### config.mk
export PLATFORM = sky130hd
export DESIGN_NAME = echo_height_meter
export DESIGN_NICKNAME = d
export VERILOG_FILES = /design/src/rtl/echo_height_meter.sv
export SDC_FILE = /design/constraint.sdc
export NUM_CORES = 1
export LEC_CHECK = 0
export BUFFER_PORTS_ARGS = -buffer_cell sky130_fd_sc_hd__buf_2
export CAP_MARGIN = 30
export CORE_MARGIN = 4
export CORE_UTILIZATION = 55
export DETAILED_ROUTE_END_ITERATION = 7
export GPL_TIMING_DRIVEN = 0
export PLACE_DENSITY = 0.72
export SYNTH_ARGS = -nofsm -noshare
export SYNTH_HDL_FRONTEND = slang
export SYNTH_SLANG_ARGS = --single-unit
export TNS_END_PERCENT = 1
### constraint.sdc
create_clock -name clk -period 2.21 [get_ports clk]
set_input_delay 0.663 -clock clk [delete_from_list [all_inputs] [get_ports clk]]
set_output_delay 0.663 -clock clk [all_outputs]
set_load 0.1 [all_outputs]
### src/rtl/echo_height_meter.sv
// Ultrasonic echo timer: fires a trigger, measures the returned echo width and
// publishes subject height = mount height - distance with a one-cycle save strobe.
//
// Latency: with start sampled at edge 0, trig is high for TRIG_CYCLES cycles.
// WAIT_ECHO is entered at cycle 1+TRIG_CYCLES. Let W be the number of WAIT_ECHO
// cycles before echo_s rises, and N the number of cycles echo_s stays high.
// save_height is then high in cycle 1 + TRIG_CYCLES + W + N + 2.
// The 2-flop echo synchroniser adds 2 of the W cycles. When counted from the
// raw echo edge, the delay is 1 + TRIG_CYCLES + W_raw + N + 2 + 2.
module echo_height_meter #(
  parameter int TRIG_CYCLES      = 120,
  parameter int CYCLES_PER_CM    = 696,
  parameter int TIMEOUT_CYCLES   = 360000,
  parameter int HOLDOFF_CYCLES   = 720000,
  parameter int SENSOR_HEIGHT_CM = 200
) (
  input  logic       clk,
  input  logic       reset,
  input  logic       start,
  input  logic       echo,
  output logic       trig,
  output logic [7:0] new_height,
  output logic       save_height,
  output logic       busy,
  output logic       timeout_err
);

  localparam int TW = $clog2(TRIG_CYCLES + 1);
  localparam int SW = $clog2(CYCLES_PER_CM + 1);
  localparam int OW = $clog2(TIMEOUT_CYCLES + 1);
  localparam int HW = $clog2(HOLDOFF_CYCLES + 1);

  localparam logic [TW-1:0] TRIG_LAST = TW'(TRIG_CYCLES - 1);
  localparam logic [SW-1:0] SUB_LAST  = SW'(CYCLES_PER_CM - 1);
  localparam logic [OW-1:0] TO_LAST   = OW'(TIMEOUT_CYCLES - 1);
  localparam logic [HW-1:0] HOLD_LAST = HW'(HOLDOFF_CYCLES - 1);
  localparam logic [7:0]    SENSOR_H  = 8'(SENSOR_HEIGHT_CM);

  typedef enum logic [2:0] {
    IDLE, TRIG, WAIT_ECHO, MEASURE, CALC, HOLDOFF
  } state_t;

  state_t          state, state_next;
  logic            echo_q1, echo_s;
  logic [TW-1:0]   trig_cnt;
  logic [SW-1:0]   sub_cnt;
  logic [OW-1:0]   to_cnt;
  logic [HW-1:0]   hold_cnt;
  logic [7:0]      dist_cm;
  logic            timing;
  logic            timeout_hit;
  logic            hold_done;

  assign timing      = (state == WAIT_ECHO) || (state == MEASURE);
  assign timeout_hit = timing && (to_cnt == TO_LAST);
  assign hold_done   = (hold_cnt == HOLD_LAST);

  assign trig = (state == TRIG);
  assign busy = (state != IDLE);

  // Timeout is tested before the echo fall so it wins when both occur together.
  always_comb begin
    // NOTE: default first so every path assigns state_next and no latch is inferred.
    state_next = state;
    case (state)
      IDLE:      if (start) state_next = TRIG;
      TRIG:      if (trig_cnt == TRIG_LAST) state_next = WAIT_ECHO;
      WAIT_ECHO: if (timeout_hit) state_next = HOLDOFF;
                 else if (echo_s) state_next = MEASURE;
      MEASURE:   if (timeout_hit) state_next = HOLDOFF;
                 else if (!echo_s) state_next = CALC;
      CALC:      state_next = HOLDOFF;
      HOLDOFF:   if (hold_done && !echo_s) state_next = IDLE;
      default:   state_next = IDLE;
    endcase
  end

  always_ff @(posedge clk) begin
    if (reset) begin
      state       <= IDLE;
      echo_q1     <= 1'b0;
      echo_s      <= 1'b0;
      trig_cnt    <= '0;
      sub_cnt     <= '0;
      to_cnt      <= '0;
      hold_cnt    <= '0;
      dist_cm     <= '0;
      new_height  <= '0;
      save_height <= 1'b0;
      timeout_err <= 1'b0;
    end else begin
      // NOTE: non-blocking throughout so every register samples pre-edge values.
      state       <= state_next;
      echo_q1     <= echo;
      echo_s      <= echo_q1;
      save_height <= 1'b0;
      timeout_err <= 1'b0;
      case (state)
        IDLE: begin
          trig_cnt <= '0;
          hold_cnt <= '0;
        end
        TRIG: begin
          trig_cnt <= trig_cnt + 1'b1;
          to_cnt   <= '0;
          sub_cnt  <= '0;
          dist_cm  <= '0;
        end
        WAIT_ECHO, MEASURE: begin
          to_cnt <= to_cnt + 1'b1;
          // The rising-edge cycle seen in WAIT_ECHO is the first echo cycle counted.
          if (echo_s) begin
            if (sub_cnt == SUB_LAST) begin
              sub_cnt <= '0;
              if (dist_cm != 8'hFF) dist_cm <= dist_cm + 1'b1;
            end else begin
              sub_cnt <= sub_cnt + 1'b1;
            end
          end
          if (timeout_hit) timeout_err <= 1'b1;
        end
        CALC: begin
          if (dist_cm <= SENSOR_H) new_height <= SENSOR_H - dist_cm;
          else                     new_height <= '0;
          save_height <= 1'b1;
        end
        HOLDOFF: begin
          if (!hold_done) hold_cnt <= hold_cnt + 1'b1;
        end
        default: ;
      endcase
    end
  end

endmodule

==> metrics.txt, run 1 <==
status complete, no violations; CP required 2460 ps; most frequent cells after synthesis nor2_1 (87), dfxtp_1 (79), nand2_1 (36); PwrDens ~1000 nW/um^2; Seq cells post-synth a little under 80; synthesized netlist cell count about 480; first-pass GRT wire length 14,400 um; Seq/Total Area, Yosys 0.403; Post-Syn Area 3920 sq um; Synth cell types 55; CP Capture Type flip-flop; Reg-to-Reg Start to_cnt[8]$_SDFFE_PP0P_; die area about 8500 sq um; CP Class flip-flop to flip-flop; Total Routing Usage GR 0.207; syn_nets a little under 500; post-synthesis async set-or-reset flop share 0; syn avg cell area between 8 and 9 sq um; Clk Latency, worst-skew pair around 360 ps; pin count of the biggest net entering global routing 16; Worst Setup EP state[1]$_SDFFE_PP0P_; Routed Antenna Nets 0; Critical Path Source to_cnt[8]$_SDFFE_PP0P_; DR WL/cell approximately 14 um; Reg-to-Reg End state[1]$_SDFFE_PP0P_; startpoint types flip-flop; top_reg_cell synth dfxtp_1; DIE WIDTH between 90 and 100 um; Reg clk slew, reported paths roughly 90 ps; WP data arrival 2430 ps; Max Cap Violations 0; fmax between 0.4 and 0.5 GHz; Max clock buf depth 2; ANT cells 0; CTS tree built; top post-synthesis cells by area dfxtp_1 (40%), nor2_1 (8.3%), xor2_1 (5.6%); CTS buffer count 9; placed cell area between 4000 and 5000 sq um; clock skew ~8.1 ps; Max H-tree Level 3; peak supply drop between 0.6 and 0.7 mV; Least-Margin Pin Slew a little over 700 ps; Rel. slew slack 0.529; Ports 16; largest fanout on the critical path 8; Static Leak 1.59 nW; Post-DP HPWL 5930 um; Slew Limit Fails 0; dominant cell by count in the synthesized netlist nor2_1; r2r setup slk around 30 ps; DR DRC count 0; Final setup viols 0; unrepaired setup endpoints after global routing yes; total core area 6870 sq um; number of synthesized flops with an enable pin 0; root buffer cell clkbuf_8; clock sink total approximately 80; post-route cell area around 4400 sq um; Synth area leader dfxtp_1; YS warnings 0; nets@finish about 510; drt pass-1 iters 5; initial antenna violation count 0; Final Wtd Congestion around 0.82; Rows 30; drt via density roughly 5.6; FILL cells ~620; total negative slack 0 ps; final wirelength approximately 8500 um; endpoints failing hold 0; GRT Residual Overflow 0; vias in the first global route 2,993; layout cells sized above 1 0.118; Initial Utilization 0.571; Iteration-0 DRC Markers around 200; Worst Hold Class flip-flop to flip-flop; top-area cell type share of the netlist area 0.403; Tcrit/Tclk final 0.986; Area Growth Syn to Fin 12.5%; dpl ws -341 ps; minimum clock period after layout 2180 ps; Vias 3,416; R2R depth 6; Worst Slack Setup Final ~30 ps; Port Buffers 15; Die Y just over 90 um
-- logic make-up (layout without fill, tap and decap cells) --
kind of cell	Yosys count	in the layout	synth area share
AO/OA/AOI/OAI	89	89	0.150
multiplexers	5	5	0.0131
adder cells (fa/ha/maj)	6	6	0.0191
XOR/XNOR	37	37	0.0826
AND/OR/NAND/NOR	230	230	0.303
flip-flops	79	79	0.403
buffers and inverters	31	63	0.0297
-- cell type report --
type / count / area [sq um] / share of cell area
clock inverters: 7 / 80.1 / 0.0181
multi-input cells: 367 / 2270 / 0.513
plain buffers: 23 / 91.3 / 0.0207
well taps: 96 / 120 / 0.0272
repair buffers: 18 / 119 / 0.0269
clock buffers: 9 / 124 / 0.0281
flip-flops and latches: 79 / 1590 / 0.359
inverters: 6 / 28.8 / 0.00652
-- where the power goes --
part / switching (mW) / internal [mW] / leakage, nW
sequential: 0.0949 / 1.52 / 0.639
combinational: 1.28 / 0.504 / 0.852
clock: 0.584 / 0.536 / 0.0968
-- worst min path at each step --
stage	startpoint	slack (ps)	cells after the start	to
6_report	echo_q1$_SDFF_PP0_	470	1	echo_s$_SDFF_PP0_
4_1_cts	new_height[3]$_SDFFE_PP0P_	470	2	new_height[3]$_SDFFE_PP0P_
5_1_grt	new_height[3]$_SDFFE_PP0P_	490	2	new_height[3]$_SDFFE_PP0P_
2_1_floorplan	echo_q1$_SDFF_PP0_	410	1	echo_s$_SDFF_PP0_
3_3_place_gp	echo_q1$_SDFF_PP0_	440	1	echo_s$_SDFF_PP0_
3_5_place_dp	echo_q1$_SDFF_PP0_	460	1	echo_s$_SDFF_PP0_
-- sequential cells by signal, summed over array words and instances, names as in the netlist, 3 cells and up --
name / count
new_height: 8
hold_cnt: 20
sub_cnt: 10
state: 3
trig_cnt: 7
to_cnt: 19
dist_cm: 8
-- metrics by stage --
step / utilization / hold WS (ps) / total power, mW / instances
6_report: 0.643 / 471 / 4.52 / 605
5_1_grt: 0.643 / 485 / 4.75 / 605
4_1_cts: 0.638 / 471 / 4.52 / 604
3_5_place_dp: 0.602 / 458 / 3.27 / 588
3_3_place_gp: 0.602 / 439 / 3.26 / 588
2_1_floorplan: - / 414 / 2.92 / 477
-- repair_timing --
item | 4_1_cts | 5_1_grt
buffers inserted | 2 | 1
pin swaps | 2 | 1
resized for setup | 13 | 7
setup endpoints to repair | 23 | 18
hold buffers | 0 | 0
-- placed cells by master, fill, tap and decap left out, types with 4 or more instances in the layout --
cell       count
nand2b_1      11
xor2_1        25
and2_1         4
clkbuf_2       4
xnor2_1       12
and4_1         6
o2111ai_1      6
o21ai_0       15
nor4_1         5
a21oi_1       23
o211ai_1       4
a22oi_1       12
nand2_1       36
clkbuf_1      18
buf_2         13
o21a_1         6
dfxtp_1       77
nand4_1       15
and3_1        10
nand3_1       22
ha_1           6
nor3_1         6
inv_1          4
nor2_1        86
mux2i_1        4
a21o_1         4
clkbuf_8       9
a31oi_1        4
-- worst max-delay path, cell delays in order (launching register included) --
cell	delay [ps]
dfxtp_1	390
or4b_4	550
nor4_4	390
a31oi_2	210
nor4_4	270
a21oi_1	110
a21o_1	160
-- metal layers --
layer / GRT usage / vias to the layer above / part of all wire
met5: 0 / - / 0
met4: 0.0842 / 0 / 0.014
met3: 0.0301 / 9 / 0.040
met2: 0.320 / 96 / 0.46
met1: 0.289 / 1566 / 0.48
li1: - / 1745 / -
Note: power is estimated with default switching activity, not from simulation.
==> run 2: changes to the inputs <==
Settings changed: REMOVE_ABC_BUFFERS from default to 1.
Clock period 2.21 ns to 2.1 ns, I/O delays scaled along.
==> metrics.txt, run 2 (same netlist as run 1, synthesis figures left out) <==
commonest non-fill, non-tap cell in the layout nor2_1; CP Class flip-flop to flip-flop; pin count of the biggest net entering global routing just under 50; drt via density 5.71; Worst Slack Setup Final -10.5 ps; Ports 16; largest fanout on the critical path 8; unrepaired setup endpoints after global routing yes; CP required approximately 2300 ps; peak supply drop just over 1 mV; Rows 30; Final Util 0.642; first-pass GRT wire length ~14,000 um; initial antenna violation count 0; Clk Latency, worst-skew pair ~350 ps; CP max stage delay approximately 530 ps; R2R depth 6; placed cell area 4040 sq um; CTS buffer count 9; DR DRC count 0; Routed Antenna Nets 0; minimum clock period after layout approximately 2100 ps; final wirelength roughly 8000 um; hold_buf cts 0; Final setup viols 3; Rel. slew slack 0.433; clock sink total a little under 80; Reg with most FFs hold_cnt; ANT cells 0; Port Buffers 15; Total Routing Usage GR 0.197; Largest regs hold_cnt (20), to_cnt (19), sub_cnt (10); root buffer cell clkbuf_8; DR WL/cell 13.7 um; status complete, but fails checks; CP cell instances or4b_4 > nor4_4 > a31oi_2 > nor4_4 > a21o_2 > a21oi_1; Final Wtd Congestion ~0.8; GRT Residual Overflow 0; dpl ws -449 ps; drt pass-1 iters 4; Max H-tree Level 3; startpoint types flip-flop; Final Power slightly below 5 mW; Tcrit/Tclk final 1.01; Max clock buf depth 2; total core area approximately 7000 sq um; max FFs per register 20; nets@finish 496; CTS tree built; WHS Path Cells 1; CP Capture Type flip-flop; layout cells sized above 1 0.137; Initial Utilization 0.571; clock skew about 6.5 ps; Slew Limit Fails 0; DIE WIDTH around 92 um; Area Growth Syn to Fin 12.5%; placed instance count around 560; die area 8550 sq um; Die Y 92.5 um; post-route cell area between 4000 and 5000 sq um; Post-DP HPWL between 5000 and 6000 um; Max Cap Violations 0; vias in the first global route 3,033; cell mode on critical path nor4_4; failing checks setup timing; hold slack final 451 ps; fmax roughly 0.47 GHz; Iteration-0 DRC Markers ~180; Reg clk slew, reported paths 80 ps; Least-Margin Pin Slew 850 ps; Worst Hold Class flip-flop to flip-flop; Final Non-Filler Cells ~600; PwrDens 1090 nW/um^2; WP data arrival between 2000 and 2500 ps; slowest CP cell or4b_4; endpoints failing hold 0; Vias around 3.3k; commonest non-fill, non-tap cells in the layout nor2_1 (86), dfxtp_1 (73), nand2_1 (35), xor2_1 (25); Static Leak about 1.6 nW; total negative slack -19.5 ps
## run 2: cell types whose count changed in the layout (fill, tap and decap cells not counted), sizes merged
cell / delta
clkinvlp: -3
clkbuf: -20
bufinv: +2
inv: -2
buf: +4
## run 2: report_power, final
part | leakage, nW | internal, mW | switching [mW]
sequential | 0.642 | 1.60 | 0.159
clock | 0.113 | 0.783 | 0.537
combinational | 0.845 | 0.502 | 1.24
total | 1.60 | 2.88 | 1.94
## run 2: final timing paths
path                           from                     to  slack (ps)
min              echo_q1$_SDFF_PP0_      echo_s$_SDFF_PP0_         450
max reg2reg  to_cnt[8]$_SDFFE_PP0P_  state[0]$_SDFFE_PP0P_         -10
min reg2reg      echo_q1$_SDFF_PP0_      echo_s$_SDFF_PP0_         450
max          to_cnt[8]$_SDFFE_PP0P_  state[0]$_SDFFE_PP0P_         -10
## run 2: layout make-up
class,instances,area (sq um)
clock buffers,11,131
clock inverters,4,95.1
fillers,590,2460
inverters,6,25.0
multi-input cells,367,2290
flip-flops and latches,79,1600
well taps,96,120
repair buffers,23,153
## run 2: what timing repair did
action                                  in CTS  in global routing
resized for setup                           16                 15
setup buffers                                1                  6
endpoints found under the setup margin      46                 28
pin swaps                                    2                  5
hold endpoints to repair                     0                  0
## run 2: critical path: cells and delay by family (launching register included)
kind	cells	cell delay, ps
AO/OA/AOI/OAI	3	410
AND/OR/NAND/NOR	3	1160
flip-flops	1	380
## run 2: metal layers
layer | vias up | share of wire | track usage
met3 | 11 | 0.050 | 0.0544
met4 | 0 | 0.013 | 0.0545
met1 | 1565 | 0.48 | 0.261
met5 | - | 0 | 0
met2 | 58 | 0.45 | 0.315
li1 | 1713 | - | -
==> run 3: changes to the inputs <==
Clock period 2.1 ns to 2.73 ns, I/O delays scaled along.
==> metrics.txt, run 3 (same netlist as run 1, synthesis figures left out) <==
status complete, no violations; Post-DP HPWL ~5300 um; Max H-tree Level 3; Initial Utilization 0.571; CP max stage delay about 420 ps; Final setup viols 0; fmax between 0.3 and 0.4 GHz; commonest non-fill, non-tap cells in the layout nor2_1 (87), dfxtp_1 (76), nand2_1 (36), xor2_1 (25), a21oi_1 (23); Slew Limit Fails 0; root buffer cell clkbuf_8; final wirelength roughly 7900 um; CTS tree built; PwrDens around 840 nW/um^2; initial antenna violation count 0; Tcrit/Tclk final 0.946; Worst Slack Setup Final around 150 ps; CP required approximately 1900 ps; Max clock buf depth 2; first-pass GRT wire length between 10,000 and 15,000 um; FILL cells 608; DR WL/cell between 10 and 15 um; Routed Antenna Nets 0; met2 WL approximately 3600 um; clock sink total 79; largest fanout on the critical path 16; ANT cells 0; Least-Margin Pin Slew between 800 and 900 ps; Final Wtd Congestion 0.796; clock skew 6.75 ps; Ports 16; Rows 30; max FFs per register 20; Reg clk slew, reported paths approximately 70 ps; CP cell instances nand2b_1 > or2_2 > inv_2 > buf_6; Final Power about 3.6 mW; CP Capture Type output pin; Area Growth Syn to Fin 9.28%; drt via density 5.75; startpoint types flip-flop; pin count of the biggest net entering global routing 49; endpoints failing hold 0; drt pass-1 iters 4; Port Buffers 15; Total Routing Usage GR 0.195; dpl ws -8.02 ps; vias in the first global route 3,004; Clk Latency, worst-skew pair 350 ps; total core area around 7000 sq um; hold_buf cts 0; WP buf/inv 2; Largest regs hold_cnt (20), to_cnt (19), sub_cnt (10); DR DRC count 0; layout cells sized above 1 0.0971; Final Non-Filler Cells a little under 600; Reg with most FFs hold_cnt; GRT Residual Overflow 0; Post-Route M1 WL about 3800 um; placed cell area ~4000 sq um; minimum clock period after layout around 2600 ps; unrepaired setup endpoints after global routing no; DIE WIDTH between 90 and 100 um; Static Leak ~1.5 nW; met3 wire len about 450 um; max layer used met4; Worst Hold Class flip-flop to flip-flop; WP data arrival approximately 1800 ps; Vias approximately 3.3k; peak supply drop approximately 0.8 mV; CP Class flip-flop to output pin; slowest CP cell dfxtp_2; Max Cap Violations 0; post-route cell area ~4300 sq um; nets@finish 490; commonest non-fill, non-tap cell in the layout nor2_1; die area 8550 sq um; crit-path leading delay family simple AND/OR/NAND/NOR gates; Iteration-0 DRC Markers 181; placed instance count 564; CTS buffer count 9; Rel. slew slack 0.425; Die Y just over 90 um
==> run 3: cell count changes in the layout (fill, tap and decap cells not counted), sizes merged <==
cell,delta
buf,-6
==> run 3: metal layers <==
layer / GRT usage / vias to the layer above
met3: 0.0536 / 9
met1: 0.261 / 1553
met5: 0 / -
li1: - / 1704
met4: 0.0545 / 0
met2: 0.310 / 71
==> run 3: area by class of cell <==
class | count | area (sq um) | share of cell area
Multi-Input combinational cell | 367 | 2240 | 0.522
Sequential cell | 79 | 1590 | 0.370
Clock buffer | 11 | 131 | 0.0306
Tap cell | 96 | 120 | 0.0280
Timing Repair Buffer | 17 | 96.3 | 0.0225
Clock inverter | 4 | 95.1 | 0.0222
Inverter | 6 | 22.5 | 0.00525
==> run 3: worst paths after layout <==
kind         slack [ps]                startpoint                   endpoint  depth (start not counted)
max                 150     state[1]$_SDFFE_PP0P_                       trig                          4
max reg2reg         350  hold_cnt[0]$_SDFFE_PP0P_  hold_cnt[19]$_SDFFE_PP0P_                          6
min reg2reg         450        echo_q1$_SDFF_PP0_          echo_s$_SDFF_PP0_                          1
min                 450        echo_q1$_SDFF_PP0_          echo_s$_SDFF_PP0_                          1
==> run 3: where the power goes <==
part | leakage, nW | internal (mW) | switching [mW]
Clock | 0.113 | 0.602 | 0.415
Sequential | 0.639 | 1.23 | 0.118
Combinational | 0.789 | 0.321 | 0.937
Total | 1.54 | 2.15 | 1.47
==> run 3: what timing repair did <==
item,4_1_cts,5_1_grt
endpoints found under the setup margin,2,3
pin swaps,1,0
resized for setup,4,2
setup buffers,1,0
==> run 3: worst reg2reg max path, stage by stage, from the launching register on <==
cell and delay [ps]:
dfxtp_1 360, ha_1 240, nand4_1 280, o21a_1 530
o21ai_0 250, or4_1 510, a21oi_1 140
==> run 3: stage by stage <==
| step | TNS [ps] | hold WS [ps] | utilization |
|---|---|---|---|
| 2_1_floorplan | -852 | 414 | - |
| 3_3_place_gp | -6110 | 417 | 0.586 |
| 3_5_place_dp | -8.02 | 435 | 0.588 |
| 4_1_cts | 0 | 455 | 0.624 |
| 5_1_grt | 0 | 463 | 0.624 |
| 6_report | 0 | 449 | 0.624 |
